**config.mk**
```make
export PLATFORM = sky130hd
export DESIGN_NAME = fu_mem_arb_2_1
export DESIGN_NICKNAME = d
export VERILOG_FILES = /design/src/rtl/fu_mem_arb_2_1.sv
export SDC_FILE = /design/constraint.sdc
export NUM_CORES = 1
export LEC_CHECK = 0
export CELL_PAD_IN_SITES_DETAIL_PLACEMENT = 2
export CELL_PAD_IN_SITES_GLOBAL_PLACEMENT = 2
export CORE_UTILIZATION = 19
export DETAILED_ROUTE_END_ITERATION = 12
export GPL_ROUTABILITY_DRIVEN = 0
export PLACE_DENSITY = 0.75
export SLEW_MARGIN = 40
export SYNTH_ARGS = -nofsm -noshare
export SYNTH_HDL_FRONTEND = slang
export SYNTH_SLANG_ARGS = --single-unit
```
**constraint.sdc**
```tcl
create_clock -name clk -period 1.8 [get_ports clk]
set_input_delay 0.36 -clock clk [delete_from_list [all_inputs] [get_ports clk]]
set_output_delay 0.36 -clock clk [all_outputs]
set_load 0.01 [all_outputs]
```
**src/rtl/fu_mem_arb_2_1.sv**
```systemverilog
// Two-requester arbiter feeding one registered output slot; round-robin with burst, fixed-priority or forced single-channel modes.
// Latency 1 cycle input-to-out0; a ready is offered only while the slot is empty or draining, so a stalled out0 stalls both inputs.
module fu_mem_arb_2_1 #(
  parameter int size  = 32,
  parameter int BURST = 4
) (
  input  logic            clk,
  input  logic            reset,
  input  logic [1:0]      config_sig,
  input  logic [size-1:0] in0,
  input  logic            in0_valid,
  output logic            in0_ready,
  input  logic [size-1:0] in1,
  input  logic            in1_valid,
  output logic            in1_ready,
  output logic [size-1:0] out0,
  output logic            out0_valid,
  input  logic            out0_ready,
  output logic            out0_sel
);

  localparam logic [3:0] BURST_L = 4'(BURST);

  logic       last_grant;
  logic [3:0] burst_cnt;
  logic       slot_ok;
  logic       gnt;
  logic       xfer0;
  logic       xfer1;
  logic       keep_last;

  assign slot_ok = !out0_valid || out0_ready;

  // A zero burst count means no streak is in progress, so a tie goes to the other channel.
  assign keep_last = (burst_cnt != 4'd0) && (burst_cnt < BURST_L);

  always_comb begin
    gnt = 1'b0;
    case (config_sig)
      2'b00: begin
        case ({in0_valid, in1_valid})
          2'b10:   gnt = 1'b0;
          2'b01:   gnt = 1'b1;
          2'b11:   gnt = keep_last ? last_grant : !last_grant;
          default: gnt = !last_grant;
        endcase
      end
      2'b01:   gnt = !in0_valid;
      2'b10:   gnt = 1'b0;
      default: gnt = 1'b1;
    endcase
  end

  assign in0_ready = reset && slot_ok && !gnt;
  assign in1_ready = reset && slot_ok && gnt;
  assign xfer0     = in0_valid && in0_ready;
  assign xfer1     = in1_valid && in1_ready;

  always_ff @(posedge clk) begin
    if (!reset) begin
      out0       <= '0;
      out0_valid <= 1'b0;
      out0_sel   <= 1'b0;
      last_grant <= 1'b1;
      burst_cnt  <= 4'd0;
    end else if (xfer0 || xfer1) begin
      out0       <= xfer1 ? in1 : in0;
      out0_sel   <= xfer1;
      out0_valid <= 1'b1;
      last_grant <= xfer1;
      if (xfer1 == last_grant)
        burst_cnt <= (burst_cnt >= BURST_L) ? BURST_L : burst_cnt + 4'd1;
      else
        burst_cnt <= 4'd1;
    end else if (out0_valid && out0_ready) begin
      out0_valid <= 1'b0;
    end
  end

endmodule
```
Word level (Yosys, flattened, before mapping). Index checks and enable logic that the tools add are counted.

Register bits: 39. Word-level logic and storage cells: 38. Input bits: 71. Output and inout bits: 36.

Equality and inequality tests: 6. Mux-type cells: 8. Add/subtract/negate cells: 1. Magnitude comparators: 2. Reductions and logical operators: 16.

Operators by type and width (count): $mux W32 (1); $mux W4 (2); $logic_and A1 B1 Y1 (7); $eq A2 B2 Y1 const B (3); $pmux W1 S3 (2); $add A4 B1 Y4 const B (1); $eq A2 B1 Y1 const B (2); $ge A4 B3 Y1 const B (1); $logic_not A1 Y1 (4); $lt A4 B3 Y1 const B (1); $reduce_bool A4 Y1 (1); $mux W1 (3); $logic_not A2 Y1 (1); $logic_or A1 B1 Y1 (2); $reduce_bool A2 Y1 (1); $eq A1 B1 Y1 (1).

Longest topological paths before layout.
Depth in word-level cells: 10. Depth in mapped cells: 9. Mapped depth without buffers: 7.

Worst setup path before layout. Ideal clock, no wire load.

Kind: reg-to-output. From: register burst_cnt[0]. To: output port in0_ready. Stages on the path, launching flop included: 9. Slack: -0.024 ns. Path buffers: 2. Arrival: 1.464 ns. Data required time: 1.440 ns. Cells stage by stage: dfxtp_1 inv_1 ha_1 nor3_2 xnor2_1 a22oi_2 buf_6 buf_6 and2_1.

Longest elaborated chain between the ends: 7. Elaborated cells between the ends (all ways): 8.

RTL lines: start, declared (RTL line 25) `logic [3:0] burst_cnt;`; start signal, assigned (RTL line 72) `burst_cnt <= (burst_cnt >= BURST_L) ? BURST_L : burst_cnt + 4'd1;`; $lt A4 B3 Y1 or $reduce_bool A4 Y1 (tied branches) (RTL line 35) `assign keep_last = (burst_cnt != 4'd0) && (burst_cnt < BURST_L);`; $logic_and A1 B1 Y1 * (RTL line 35); $mux W1 * (RTL line 44) `2'b11: gnt = keep_last ? last_grant : !last_grant;`; $pmux W1 S3 * (RTL line 41) `case ({in0_valid, in1_valid})`; $pmux W1 S3 * (RTL line 39) `case (config_sig)`; $logic_not A1 Y1 * (RTL line 54) `assign in0_ready = reset && slot_ok && !gnt;`; $logic_and A1 B1 Y1 * (RTL line 54); end, declared (RTL line 12) `output logic in0_ready,`.

Mark *: on every way between the ends. The rest lies on a longest branch, timed or not.

Worst setup path after layout.
From: register burst_cnt[1]. To: output port in0_ready.

The elaborated chain is that of the path after synthesis.

==> metrics.md <==
| Metric | Value |
|---|---|
| RSZ-0062 raised after global routing | yes |
| Gr usage total | 0.161 |
| Die W | 106 µm |
| Die H | 106 µm |
| RR Startpoint | burst_cnt[1] |
| Count of pins over their slew limit | 0 |
| Synth unique cells | 35 |
| Number of iterations in the first detailed-routing pass | 4 |
| Sw Share | 0.304 |
| CP arrival | 1.68 ns |
| Largest net degree at the start of global routing | 40 |
| Buf/Inv on CP | 3 |
| Failing checks | negative setup slack |
| Delay-heaviest family, CP | flip-flops |
| Syn Inst Count | 231 |
| Post-route ant nets | 0 |
| Commonest non-fill, non-tap cell in the layout | clkdlybuf4s50_1 |
| Fin worst setup slack | -0.241 ns |
| Clk Latency, worst-skew pair | 0.29 ns |
| Reg2reg setup slack | -0.21 ns |
| Net Sw Power | 0.766 mW |
| Total CTS buffers | 5 |
| Root Buffer | clkbuf_8 |
| Antenna Cells | 0 |
| Vias per cell | 4.66 |
| Final setup vio count | 40 |
| Placed inst area | 3420 µm² |
| Die area | 11300 µm² |
| Max incr delay on CP | 0.35 ns |
| Sequential group share of total power | 0.387 |
| Final total negative setup slack | -6.86 ns |
| H-tree depth | 2 |
| WL/cell | 17.8 µm |
| Row cnt | 37 |
| Initial Utilization | 0.198 |
| Fraction of the yosys area taken by sequential cells | 0.379 |
| Vias in the first global route | 2662 |
| Setup crit end kind | output pin |
| Max-Slew Margin vs Limit | 0.696 |
| Hold Violations, Final | 0 |
| Post-Route WL | 8950 µm |
| Via count | 2339 |
| Synth area leaders | dfxtp_1 38%, a211oi_2 18%, nor3_1 8.3% |
| Reported leakage power | 1.49 nW |
| Top cell type's share of synthesized area | 0.379 |
| Max-cap viol count | 0 |
| Final Cycle Share | 1.13 |
| Fillcell total | 1120 |
| Slew @ Worst Pin | 0.456 ns |
| Critical Path Start Type | flip-flop |
| Clock transition at the registers of the reported paths | 0.08 ns |
| TritonCTS clock tree | done |
| Reg-to-reg critical path endpoint | burst_cnt[0] |
| Clock Power Share | 0.246 |
| Synth warnings | 0 |
| Clock Skews | 0.00565 ns |
| Peak VDD IR | 344 µV |
| I/O pin count | 107 |
| Achievable frequency | 490 MHz |
| CP cell instances | inv_2 -> ha_4 -> nor3_4 -> xnor2_2 -> a22oi_2 -> buf_4 -> and2_4 -> buf_6 |
| Residual DRC | 0 |
| Tot Pwr | 2.52 mW |
| Hold WC Path Type | reg -> reg |
| Worst EP required | 1.44 ns |
| Status | finished, violations left |
| Crit Path Max Fanout | 2 |
| DRT iter0 DRCs | 30 |
| Finished Cell Area | 4120 µm² |
| HPWL Detailed | 5810 µm |
| Most frequent cells in the layout | 104 x clkdlybuf4s50_1, 37 x dfxtp_1, 34 x nor2_1, 32 x o21ai_0, 32 x a211oi_2 |
| Net Count, Synth | 304 |
| Crit-path slowest cell | dfxtp_2 |
| Clock sinks | 39 |
| Cell Area, Synth | 2060 µm² |
| CORE AREA | 10400 µm² |
| First-pass GRT wire length | 14100 µm |
| Combinational Power Share | 0.367 |
| Area growth syn-to-layout | 100% |
| Initial antenna violation count | 0 |
| Area of the multi-input gates | 1450 µm² |
| Clk buf depth | 2 |
| Reg2reg path depth | 10 |
| Overflow after GRT | 0 |
| PortBufs | 106 |
| Placed insts | 478 |
| Register area | 783 µm² |
| Stages on worst setup path | 8 |
| PwrDens | 611 nW/µm² |
| Worst setup path end | in0_ready |
| Layout net count | 439 |
| Layout cell share with drive strength beyond 1 | 0.355 |
| Setup crit start | burst_cnt[1] |
| Syn Area/Cell | 8.91 µm² |
| Post-Layout Cell Count | 502 |
| Setup CP Type | reg -> out |
| Flops & latches, synth | 39 |
| Minimum clock period | 2.04 ns |
| Post-synth top area cell | dfxtp_1 |
| P_int | 1.75 mW |
[stage by stage]
stage	setup slack [ns]	utilization	hold slack [ns]
4_1_cts	-0.349	0.379	0.534
3_3_place_gp	-0.571	0.328	0.489
3_5_place_dp	-0.574	0.328	0.504
2_1_floorplan	0.000867	-	0.462
6_report	-0.241	0.396	0.536
5_1_grt	-0.352	0.396	0.565
[worst reg2reg max path, cell delays in order, from the launching register on]
cell and delay, ns:
dfxtp_2 0.35, inv_2 0.05, ha_4 0.16, nor3_4 0.14
xnor2_2 0.14, a22oi_2 0.12, buf_4 0.16, buf_12 0.12
buf_12 0.12, o21a_1 0.19, o41a_1 0.36
[power by group through the flow]
stage | clock, mW | combinational [mW] | sequential (mW)
after floorplan | 0 | 0.273 | 1.01
after global placement | 0 | 0.712 | 0.989
after detailed placement | 0 | 0.726 | 0.991
after CTS | 0.645 | 0.867 | 0.974
after global routing | 0.689 | 0.990 | 0.982
final | 0.620 | 0.925 | 0.974
[cell type report]
type,instances,area share
Clock buffer,6,0.0200
Clock inverter,1,0.00121
Inverter,4,0.00364
Multi-Input combinational cell,166,0.352
Sequential cell,39,0.190
Tap cell,136,0.0413
Timing Repair Buffer,150,0.392
[cell families after synthesis]
logic type	synth area share
multiplexers	0.00486
AO/OA/AOI/OAI	0.323
buffers and inverters	0.0790
XOR/XNOR	0.00426
adder cells (fa/ha/maj)	0.0122
AND/OR/NAND/NOR	0.197
flip-flops	0.379
[state kept, by name, summed over array words and instances (netlist names)]
name / count
out0: 32
burst_cnt: 4
last_grant: 1
out0_sel: 1
out0_valid: 1
[layer usage]
| layer | track usage | vias up | wire [µm] |
|---|---|---|---|
| li1 | - | 1111 | - |
| met1 | 0.197 | 1158 | 3930 |
| met2 | 0.285 | 65 | 4530 |
| met3 | 0.0319 | 5 | 404 |
| met4 | 0.0446 | 0 | 92 |
| met5 | 0 | - | 0 |
[cell usage after synthesis]
| cell type | number |
|---|---|
| a22oi_2 | 1 |
| nand3_1 | 3 |
| o41a_1 | 1 |
| buf_1 | 1 |
| o31ai_1 | 3 |
| and3_1 | 1 |
| o21ai_0 | 32 |
| a31oi_1 | 1 |
| ha_1 | 2 |
| a211oi_1 | 3 |
| and2_1 | 2 |
| mux2i_1 | 1 |
| o211ai_2 | 1 |
| nor3_2 | 1 |
| and4b_1 | 1 |
| inv_1 | 4 |
| nor3_1 | 34 |
| nand2_2 | 1 |
| nor2b_1 | 2 |
| o211a_1 | 1 |
| buf_6 | 8 |
| o211ai_1 | 1 |
| o21a_1 | 2 |
| nand2_1 | 1 |
| buf_2 | 4 |
| nor2_1 | 34 |
| a211oi_2 | 29 |
| a21boi_0 | 2 |
| or2_1 | 1 |
| xnor2_1 | 1 |
| nor3b_2 | 1 |
| dfxtp_1 | 39 |
| o21bai_1 | 1 |
| nand2b_1 | 2 |
| clkbuf_1 | 9 |
[worst min-delay path by stage]
| stage | to | start | cells after the start |
|---|---|---|---|
| after detailed placement | out0_valid | out0_valid | 2 |
| after floorplan | burst_cnt[1] | burst_cnt[1] | 2 |
| final | out0_valid | out0_valid | 2 |
| after global routing | out0_valid | out0_valid | 2 |
| after CTS | out0_valid | out0_valid | 2 |
| after global placement | out0_valid | out0_valid | 2 |
[what timing repair did]
| action | 4_1_cts | 5_1_grt |
|---|---|---|
| pin swaps | 16 | 10 |
| gates resized for setup | 67 | 23 |
| gates cloned | 3 | 2 |
| endpoints found under the setup margin | 40 | 40 |
| buffers inserted | 11 | 1 |
| hold buffers | 0 | 0 |
No activity file was read; power rests on OpenSTA's default activity.
